==> src/rtl/acc_multicycle_control.sv <==
// Multicycle Moore control FSM for the accumulator processor datapath.
// Sequences fetch, decode and execute and drives every datapath mux select
// and write enable from the current state and the latched opcode.
// Optional build macro CTRL_MEMWAIT_EN adds a MemReady input that stalls the
// memory-access states until the memory signals completion.

module acc_multicycle_control #(
    parameter int unsigned OPW     = 4,
    parameter int unsigned SP_STEP = 2
) (
    input  logic           CLK,
    input  logic           reset,
    input  logic [OPW-1:0] Opcode,
`ifdef CTRL_MEMWAIT_EN
    input  logic           MemReady,
`endif
    output logic           PCWrite,
    output logic           Branch,
    output logic           BneOrBeq,
    output logic [1:0]     PCSrc,
    output logic           IRWrite,
    output logic           MemRead,
    output logic           MemWrite,
    output logic [1:0]     MemAddrSrc,
    output logic [2:0]     ACCSrc,
    output logic           ACCWrite,
    output logic           SPWrite,
    output logic           IOWrite,
    output logic [1:0]     ALUSrcA,
    output logic [2:0]     ALUSrcB,
    output logic [2:0]     ALUOp,
    output logic           Halted,
    output logic [3:0]     State
);

    // State codes; HALT shares code 0 with INIT and is told apart by halt_q.
    localparam logic [3:0] StInit    = 4'd0;
    localparam logic [3:0] StFetch   = 4'd1;
    localparam logic [3:0] StDecode  = 4'd2;
    localparam logic [3:0] StMemRd   = 4'd3;
    localparam logic [3:0] StExecMem = 4'd4;
    localparam logic [3:0] StMemWr   = 4'd5;
    localparam logic [3:0] StExecImm = 4'd6;
    localparam logic [3:0] StLoadImm = 4'd7;
    localparam logic [3:0] StBranch  = 4'd8;
    localparam logic [3:0] StJump    = 4'd9;
    localparam logic [3:0] StIoIn    = 4'd10;
    localparam logic [3:0] StIoOut   = 4'd11;
    localparam logic [3:0] StSpDec   = 4'd12;
    localparam logic [3:0] StPushWr  = 4'd13;
    localparam logic [3:0] StPopRd   = 4'd14;
    localparam logic [3:0] StPopWb   = 4'd15;

    localparam logic [2:0] AluAdd = 3'd0;
    localparam logic [2:0] AluSub = 3'd1;
    localparam logic [2:0] AluOr  = 3'd3;

    // The ALU offers only const 2 and const 0; a zero step freezes SP.
    localparam logic [2:0] SrcBSpStep = (SP_STEP == 0) ? 3'd5 : 3'd0;

    localparam logic [OPW-1:0] OpLoad = OPW'(4);

    logic [3:0]     state_q, state_d;
    logic [OPW-1:0] op_q, op_d;
    logic           halt_q, halt_d;
    logic           mem_ready;

`ifdef CTRL_MEMWAIT_EN
    assign mem_ready = MemReady;
`else
    assign mem_ready = 1'b1;
`endif

    // State, opcode and halt flag registers with synchronous active-low reset.
    always_ff @(posedge CLK) begin
        if (!reset) begin
            state_q <= StInit;
            op_q    <= '0;
            halt_q  <= 1'b0;
        end else begin
            state_q <= state_d;
            op_q    <= op_d;
            halt_q  <= halt_d;
        end
    end

    // Next-state logic; opcode is captured only while in DECODE.
    always_comb begin
        state_d = state_q;
        op_d    = op_q;
        halt_d  = halt_q;
        case (state_q)
            StInit:    if (!halt_q) state_d = StFetch;
            StFetch:   if (mem_ready) state_d = StDecode;
            StDecode: begin
                op_d = Opcode;
                case (Opcode)
                    4'h0, 4'h1, 4'h2, 4'h3, 4'h4: state_d = StMemRd;
                    4'h5:       state_d = StMemWr;
                    4'h6:       state_d = StExecImm;
                    4'h7:       state_d = StLoadImm;
                    4'h8, 4'h9: state_d = StBranch;
                    4'hA:       state_d = StJump;
                    4'hB:       state_d = StIoIn;
                    4'hC:       state_d = StIoOut;
                    4'hD:       state_d = StSpDec;
                    4'hE:       state_d = StPopRd;
                    default: begin
                        state_d = StInit;
                        halt_d  = 1'b1;
                    end
                endcase
            end
            StMemRd:   if (mem_ready) state_d = StExecMem;
            StMemWr:   if (mem_ready) state_d = StFetch;
            StSpDec:   state_d = StPushWr;
            StPushWr:  if (mem_ready) state_d = StFetch;
            StPopRd:   if (mem_ready) state_d = StPopWb;
            default:   state_d = StFetch;
        endcase
    end

    // Moore decode of control outputs; anything not set in a state stays 0.
    always_comb begin
        PCWrite    = 1'b0;
        Branch     = 1'b0;
        BneOrBeq   = 1'b0;
        PCSrc      = 2'd0;
        IRWrite    = 1'b0;
        MemRead    = 1'b0;
        MemWrite   = 1'b0;
        MemAddrSrc = 2'd0;
        ACCSrc     = 3'd0;
        ACCWrite   = 1'b0;
        SPWrite    = 1'b0;
        IOWrite    = 1'b0;
        ALUSrcA    = 2'd0;
        ALUSrcB    = 3'd0;
        ALUOp      = AluAdd;
        case (state_q)
            StFetch: begin
                MemRead = 1'b1;
                // PC and IR update only once the fetch data is valid.
                IRWrite = mem_ready;
                PCWrite = mem_ready;
            end
            StDecode: begin
                // Precompute branch target PC + (imm << 1) into ALUOut.
                ALUSrcB = 3'd3;
            end
            StMemRd: begin
                MemAddrSrc = 2'd2;
                MemRead    = 1'b1;
            end
            StExecMem: begin
                ALUSrcA  = 2'd1;
                ALUSrcB  = 3'd1;
                ALUOp    = {1'b0, op_q[1:0]};
                ACCWrite = 1'b1;
                ACCSrc   = (op_q == OpLoad) ? 3'd1 : 3'd0;
            end
            StMemWr: begin
                MemAddrSrc = 2'd2;
                MemWrite   = 1'b1;
            end
            StExecImm: begin
                ALUSrcA  = 2'd1;
                ALUSrcB  = 3'd2;
                ACCWrite = 1'b1;
            end
            StLoadImm: begin
                ACCWrite = 1'b1;
                ACCSrc   = 3'd3;
            end
            StBranch: begin
                // ACC | 0 drives Zero so the PC block can qualify Branch.
                ALUSrcA  = 2'd1;
                ALUSrcB  = 3'd5;
                ALUOp    = AluOr;
                Branch   = 1'b1;
                BneOrBeq = op_q[0];
                PCSrc    = 2'd2;
            end
            StJump: begin
                PCWrite = 1'b1;
                PCSrc   = 2'd1;
            end
            StIoIn: begin
                ACCWrite = 1'b1;
                ACCSrc   = 3'd2;
            end
            StIoOut: begin
                IOWrite = 1'b1;
            end
            StSpDec: begin
                ALUSrcA = 2'd2;
                ALUSrcB = SrcBSpStep;
                ALUOp   = AluSub;
                SPWrite = 1'b1;
            end
            StPushWr: begin
                MemAddrSrc = 2'd3;
                MemWrite   = 1'b1;
            end
            StPopRd: begin
                MemAddrSrc = 2'd3;
                MemRead    = 1'b1;
            end
            StPopWb: begin
                ACCWrite = 1'b1;
                ACCSrc   = 3'd1;
                ALUSrcA  = 2'd2;
                ALUSrcB  = SrcBSpStep;
                SPWrite  = 1'b1;
            end
            default: ;
        endcase
    end

    assign Halted = halt_q;
    assign State  = state_q;

endmodule

==> config.mk <==
export PLATFORM = sky130hd
export DESIGN_NAME = acc_multicycle_control
export DESIGN_NICKNAME = d
export VERILOG_FILES = /design/src/rtl/acc_multicycle_control.sv
export SDC_FILE = /design/constraint.sdc
export NUM_CORES = 1
export LEC_CHECK = 0
export ABC_AREA = 1
export BUFFER_PORTS_ARGS = -buffer_cell sky130_fd_sc_hd__buf_2
export CAP_MARGIN = 40
export CORE_MARGIN = 2
export CORE_UTILIZATION = 42
export DETAILED_ROUTE_END_ITERATION = 12
export PLACE_DENSITY_LB_ADDON = 0.25
export SETUP_SLACK_MARGIN = 0.02
export SLEW_MARGIN = 40
export SYNTH_ARGS = -nofsm -noshare
export SYNTH_HDL_FRONTEND = slang
export SYNTH_SLANG_ARGS = --single-unit
==> constraint.sdc <==
create_clock -name CLK -period 1.45 [get_ports CLK]
set_input_delay 0.29 -clock CLK [delete_from_list [all_inputs] [get_ports CLK]]
set_output_delay 0.29 -clock CLK [all_outputs]
set_load 0.005 [all_outputs]
# Word level (Yosys, flattened, before mapping)
# Index checks and enable logic that the tools add are counted.
# totals
wordCells	68
ff_bits	9
out_inout_bits	29
input_bits	6
# op_classes
n_mux	19
n_eq_ne	31
reduce_logical	14
bitwise	1
# ops
operator	count
$eq A4 B4 Y1 const B	15
$pmux W4 S10	1
$eq A4 B3 Y1 const B	9
$pmux W4 S6	1
$eq A4 B2 Y1 const B	4
$reduce_or A15 Y1	1
$pmux W2 S2	3
$pmux W3 S4	1
$reduce_or A2 Y1	6
$mux W1	10
$reduce_or A5 Y1	2
$eq A4 B1 Y1 const B	2
$logic_not A4 Y1	2
$pmux W2 S4	1
$pmux W2 S3	1
$reduce_or A3 Y1	2
$mux W4	1
$ne A2 B2 Y1 const B	1
$reduce_and A2 Y1	1
$not A1 Y1	1

# Longest topological paths before layout
# Gate-level depths: netlist of the first run.
# logic_depth
depth_word	4
depth_mapped	6
depth_no_buf	6

# Worst setup path before layout of the first run
# OpenSTA, ideal clock, no wires.
# synth_timing
kind	reg2out
start	register state_q[2] (netlist: State[2])
end	output port BneOrBeq
setup_slack_ps	147
n_path_buf	0
t_arrival_ps	1013
required_time_ps	1160
stages_incl_launch_ff	6
cell_sequence	dfxtp_1 inv_1 nand2_1 nor2_1 inv_1 nor2_1
# synth_via
elab_chain_cells	2
# synth_rtl
item	line_no	source
from (decl)	63	logic [3:0] state_q, state_d;
from (signal assigned)	77	state_q <= StInit;
from (signal assigned)	81	state_q <= state_d;
$eq A4 B4 Y1	140	case (state_q)
$mux W1	140	
to (decl)	19	output logic BneOrBeq,
# Every way passes these cells.

# Worst setup path after layout of the first run
# layout_timing
start	register state_q[2] (netlist: State[2])
end	output port ALUOp[0]
# layout_via
elab_chain_cells	2
elab_cells_between_ends	4
cone_classes	eq/ne (3); mux (1)
# layout_rtl
item	line_no	source
$eq A4 B4 Y1 or $eq A4 B3 Y1 (tied branches)	140	
$pmux W2 S3 (*)	140	
to (decl)	31	output logic [2:0] ALUOp,
# Mark *: on every way between the ends. The rest lies on a longest branch, timed or not.

==> results.cfg, run 1 <==
[placed_design]
place_congestion = 0.882
dp.cells = 165
io_buffers = 32
dp_hpwl_um = 1350

[logic_synthesis]
ys_warn_count = 0
synth_cells = 113
synth_cell_type_count = 15
yosysSeqAreaShare_pct = 28.2
ys.flop_type = dfxtp_1
yosysTopAreaCell = dfxtp_1
synth_enable_flop_cells = 0
syn_avg_cell_area_um2 = 5.66
synth_top_cells_by_area = dfxtp_1 28%, nor2_1 17%, nand2_1 14%
synth_top_area_share_pct = 28.2
synth_area_um2 = 639
yosysMostFrequentCell = nor2_1
ys_ff_latch = 9
ys_top_cells_by_count = 29 x nor2_1, 24 x nand2_1, 14 x inv_1, 11 x a21oi_1, 9 x dfxtp_1
async_flop_share_pct = 0

[global_routing]
grt_overflow = 0
grt.total_usage_pct = 24.9
grt_max_degree = 9
grt_pass1_wl_um = 3470
first_global_vias = 781
antenna_found_initial = 0

[cells_and_area]
fin_nets = 174
syn_to_final_growth_pct = 72.6
layout.cells.non_filler = 183
antennaDiodeCount = 0
drive_gt1_share_pct = 52.1

[min_path]
holdPathStages = 3
min_to = State[0]$_SDFFE_PN0P_
min_from = reset
hold_class = in -> reg

[clocking]
clock_sinks = 9
cts_tree = yes
cts_max_path_buffers = 2
clk_latency_ns = 0.27
htree_num_levels = 1
cts_buffers = 3
clk_pin_slew_ns = 0.07
cts-root-buf = clkbuf_4

[worst_setup_path]
arrival_ns = 1.30
worstPathRequired_ns = 1.16
worstSetupEndpointType = output port
r2r-start = State[2]$_SDFFE_PN0P_
cp_slowest_cell = dfxtp_4
worstSetupPathType = reg -> out
reg2reg_setup_slack_ns = -0.13
cp_max_fo = 6
reg2reg_to = State[2]$_SDFFE_PN0P_
crit_chain = inv_2, nand2_2, buf_4, o211ai_1, inv_1, buf_2
crit_path_max_incr_delay_ns = 0.37
critPathTopFamily = buffers and inverters
worst-path-buf-inv = 4
reg2reg_depth = 8
worstSetupStartpointType = register

[detailed_routing]
drt_iter0_drc = 14
detail-route-antenna-nets = 0
vias = 952
drt_pass1_iterations = 4
wl_per_cell_um = 13.4
drc_errors = 0
vias_per_cell = 5.20
wirelength_um = 2450

[power_and_ir_drop]
clkPwrFrac_pct = 20.7
leakagePower_nw = 0.581
p_total_mw = 0.984
p_per_area_mw_per_mm2 = 892
combPwrFrac_pct = 47.2
p_sw_share_pct = 39.4
ir_drop_v = 0.000556
pwr-share-seq_pct = 32.1
power.switching_mw = 0.388
p_int_mw = 0.596

[sta]
max_freq_mhz = 630
finalSetupViolations = 28
fin_crit_sh_pct = 109
whs_ns = 0.309
finClkSkew_ns = 0.0114
drv_slew = 0
hold_viol = 0
period_needed_ns = 1.59
finalWorstSetupSlack_ns = -0.137
rsz0062_at_grt = true
setup_tns_ns = -1.96

[floorplan]
die_h_um = 43.0
die_area_mm2 = 0.00185
ios = 35
start_util_pct = 43.5
coreArea_mm2 = 0.00147
rows = 14
die_w_um = 43.0

[outcome]
status = complete, but fails checks
failed_checks = negative setup slack

[job]
maxCapViolCount = 0
[placed cells by master, fill, tap and decap left out, types with 2 or more instances in the layout]
cell type	netlist	final
nand2_2	1	6
buf_2	0	32
dfxtp_1	9	5
nand2_1	24	17
o21ai_0	8	3
nand3_2	0	2
nand3_1	7	5
nor2_2	1	5
buf_4	3	20
nor2_4	1	6
clkbuf_4	0	3
a21oi_2	0	2
dfxtp_4	0	4
nor2_1	29	20
nand4_1	2	2
o21ai_2	0	2
a21oi_1	11	9
conb_1	1	2
inv_2	0	2
o21ai_1	0	3
inv_1	14	11
[flip-flops by register name, summed over array words and instances, names as in the netlist]
register / count
State: 4
op_q: 4
Halted: 1
[worst max-delay path by stage]
stage / from / end / cells past startpoint
6_report: State[2]$_SDFFE_PN0P_ / ALUOp[0] / 6
4_1_cts: State[0]$_SDFFE_PN0P_ / ACCSrc[0] / 6
3_5_place_dp: State[0]$_SDFFE_PN0P_ / ACCSrc[0] / 6
2_1_floorplan: State[2]$_SDFFE_PN0P_ / BneOrBeq / 5
3_3_place_gp: State[3]$_SDFFE_PN0P_ / ACCSrc[0] / 6
5_1_grt: State[2]$_SDFFE_PN0P_ / op_q[1]$_SDFFE_PN0P_ / 9
[metal layers]
metal / track usage [%] / up-vias / share of wire [%]
li1: - / 467 / -
met1: 30.2 / 421 / 39
met2: 42.1 / 46 / 47
met3: 2.55 / 18 / 6.5
met4: 14.5 / 0 / 7.6
met5: 0 / - / 0
[kinds of logic (layout without fill, tap and decap cells)]
kind of cell	Yosys count	in the layout	share of synthesized area, %
other cells	1	2	0.587
flops	9	9	28.2
simple gates	66	66	43.4
compound gates	20	20	16.0
buf+inv	17	70	11.7
[worst reg2reg max path: stages, from the launching register on]
cell and delay [ns]:
dfxtp_4 0.37, inv_2 0.11, nand2_2 0.11, buf_4 0.16, buf_4 0.12, buf_4 0.13, nor2_4 0.21, nand3_2 0.10
a21oi_2 0.17
[area by class of cell]
class	count	area, um2
multi-input cells	88	497
fillers	119	368
repair buffers	52	310
flip-flops and latches	9	195
inverters	14	55.1
clock buffers	4	26.3
well taps	16	20.0
[power groups by stage]
stage	sequential (mW)	combinational [mW]	clock, mW
final	0.316	0.465	0.203
after CTS	0.313	0.367	0.198
after global placement	0.309	0.275	0
after floorplan	0.308	0.155	0
after global routing	0.320	0.504	0.224
after detailed placement	0.311	0.274	0
[metrics by stage]
step / setup WS [ns] / utilization (%) / cell area [um2]
floorplan: 0.147 / - / 643
global placement: 0.0597 / 57.5 / 846
detailed placement: -0.0294 / 57.5 / 846
CTS: -0.111 / 68.8 / 1010
global route: -0.218 / 75.0 / 1100
finish: -0.137 / 75.0 / 1100
[repair_timing]
action | 4_1_cts | 5_1_grt
hold buffers | 0 | 0
resized for setup | 28 | 19
endpoints found under the setup margin | 20 | 28
buffers inserted | 11 | 3
pin swaps | 6 | 7
Power figures use the tool's default switching activity.
==> run 2: changes to the inputs <==
--- a/config.mk
+++ b/config.mk
@@ -8,7 +8,6 @@
 export ABC_AREA = 1
 export BUFFER_PORTS_ARGS = -buffer_cell sky130_fd_sc_hd__buf_2
 export CAP_MARGIN = 40
-export CORE_MARGIN = 2
 export CORE_UTILIZATION = 42
 export DETAILED_ROUTE_END_ITERATION = 12
 export PLACE_DENSITY_LB_ADDON = 0.25
==> results.cfg, run 2 (synthesis gave the netlist of run 1 again) <==
[min_path]
hold_class = in -> reg

[outcome]
status = complete, but fails checks
failed_checks = negative setup slack

[clocking]
hold_buffers = 0
clk_pin_slew_ns = 0.06
cts_max_path_buffers = 2
htree_num_levels = 1
cts_tree = yes
clk_latency_ns = 0.27
cts_buffers = 3
clock_sinks = 9
cts-root-buf = clkbuf_4

[power_and_ir_drop]
p_total_mw = 0.945
power.switching_mw = 0.367
p_int_mw = 0.579
p_per_area_mw_per_mm2 = 877
clkPwrFrac_pct = 20.8
leakagePower_nw = 0.558
pwr-share-seq_pct = 34.5
p_sw_share_pct = 38.8
ir_drop_v = 0.000599
combPwrFrac_pct = 44.7

[worst_setup_path]
worstSetupStartpointType = register
arrival_ns = 1.30
worstSetupEndpointType = output port
worstPathRequired_ns = 1.16
cp_max_fo = 6
worstSetupPathType = reg -> out

[sta]
period_needed_ns = 1.59
rsz0062_at_grt = true
hold_viol = 0
drv_slew = 0
max_freq_mhz = 629
finalWorstSetupSlack_ns = -0.140
fin_crit_sh_pct = 110
finClkSkew_ns = 0.00572
setup_tns_ns = -0.888
finalSetupViolations = 14

[placed_design]
io_buffers = 32
dp.cells = 164
place_congestion = 0.769
place_area_um2 = 845
dp_hpwl_um = 1330

[global_routing]
first_global_vias = 672
grt_max_degree = 9
grt.total_usage_pct = 26.3
grt_overflow = 0
antenna_found_initial = 0
grt_pass1_wl_um = 2810

[detailed_routing]
vias_per_cell = 5.07
drt_pass1_iterations = 4
detail-route-antenna-nets = 0
vias = 897
drc_errors = 0
wirelength_um = 2110
wl_per_cell_um = 11.9
drt_iter0_drc = 17

[floorplan]
coreArea_mm2 = 0.00135
die_w_um = 41.0
rows = 13
die_h_um = 41.0
ios = 35
die_area_mm2 = 0.00168
start_util_pct = 47.4

[cells_and_area]
final_cell_mix = 31 x buf_2, 19 x nor2_1, 18 x nand2_1
layout.cells.non_filler = 177
syn_to_final_growth_pct = 68.7
fin_nets = 169
final_common_cell = buf_2
drive_gt1_share_pct = 48.8
fin_area_mm2 = 0.00108
antennaDiodeCount = 0

[job]
maxCapViolCount = 0
## run 2: cell types whose count changed in the layout (fill, tap and decap cells not counted), sizes merged
| cell | previous run | this run |
|---|---|---|
| buf | 52 | 47 |
## run 2: stage by stage
| step | utilization, % | hold WS, ns | setup WS, ns |
|---|---|---|---|
| detailed placement | 62.6 | 0.454 | -0.0101 |
| global placement | 62.6 | 0.460 | 0.0632 |
| floorplan | - | 0.413 | 0.147 |
| global route | 79.9 | 0.311 | -0.206 |
| finish | 79.9 | 0.295 | -0.140 |
| CTS | 72.3 | 0.287 | -0.0916 |
## run 2: area by class of cell
type	instances	area (um2)
Clock buffer	4	26.3
Inverter	14	65.1
Sequential cell	9	195
Tap cell	15	18.8
Timing Repair Buffer	47	298
Multi-Input combinational cell	88	475
Fill cell	92	272
## run 2: path summary, 6_finish.rpt
kind,from,endpoint,slack (ns),cells after the start
worst max-delay path,State[1]$_SDFFE_PN0P_,ACCSrc[0],-0.14,6
worst min-delay path,reset,State[0]$_SDFFE_PN0P_,0.29,3
worst max register to register,State[0]$_SDFFE_PN0P_,State[0]$_SDFFE_PN0P_,0.14,7
worst min register to register,op_q[3]$_SDFFE_PN0P_,op_q[3]$_SDFFE_PN0P_,0.47,2
## run 2: repair_timing
| item | in CTS | in global routing |
|---|---|---|
| resized for setup | 26 | 27 |
| pin swaps | 6 | 9 |
| setup buffers | 7 | 2 |
| cloned | 0 | 0 |
| setup endpoints to repair | 20 | 22 |
## run 2: power by group through the flow
stage / Clock, mW / Combinational [mW] / Sequential [mW]
2_1_floorplan: 0 / 0.155 / 0.308
3_3_place_gp: 0 / 0.271 / 0.310
3_5_place_dp: 0 / 0.276 / 0.311
4_1_cts: 0.197 / 0.347 / 0.314
5_1_grt: 0.220 / 0.466 / 0.331
6_report: 0.196 / 0.423 / 0.326
## run 2: layer usage
layer  track usage [%]  share of wire, %
met5                 0                 0
met4              12.5               1.2
met3              7.07               4.8
met2              43.0                50
met1              31.3                44
## run 2: critical path: stages, from the launching register on
cell and delay [ns]:
dfxtp_4 0.38, nor2_4 0.16, inv_4 0.07, nor2_4 0.11
nand4_1 0.11, o21ai_1 0.09, buf_2 0.12
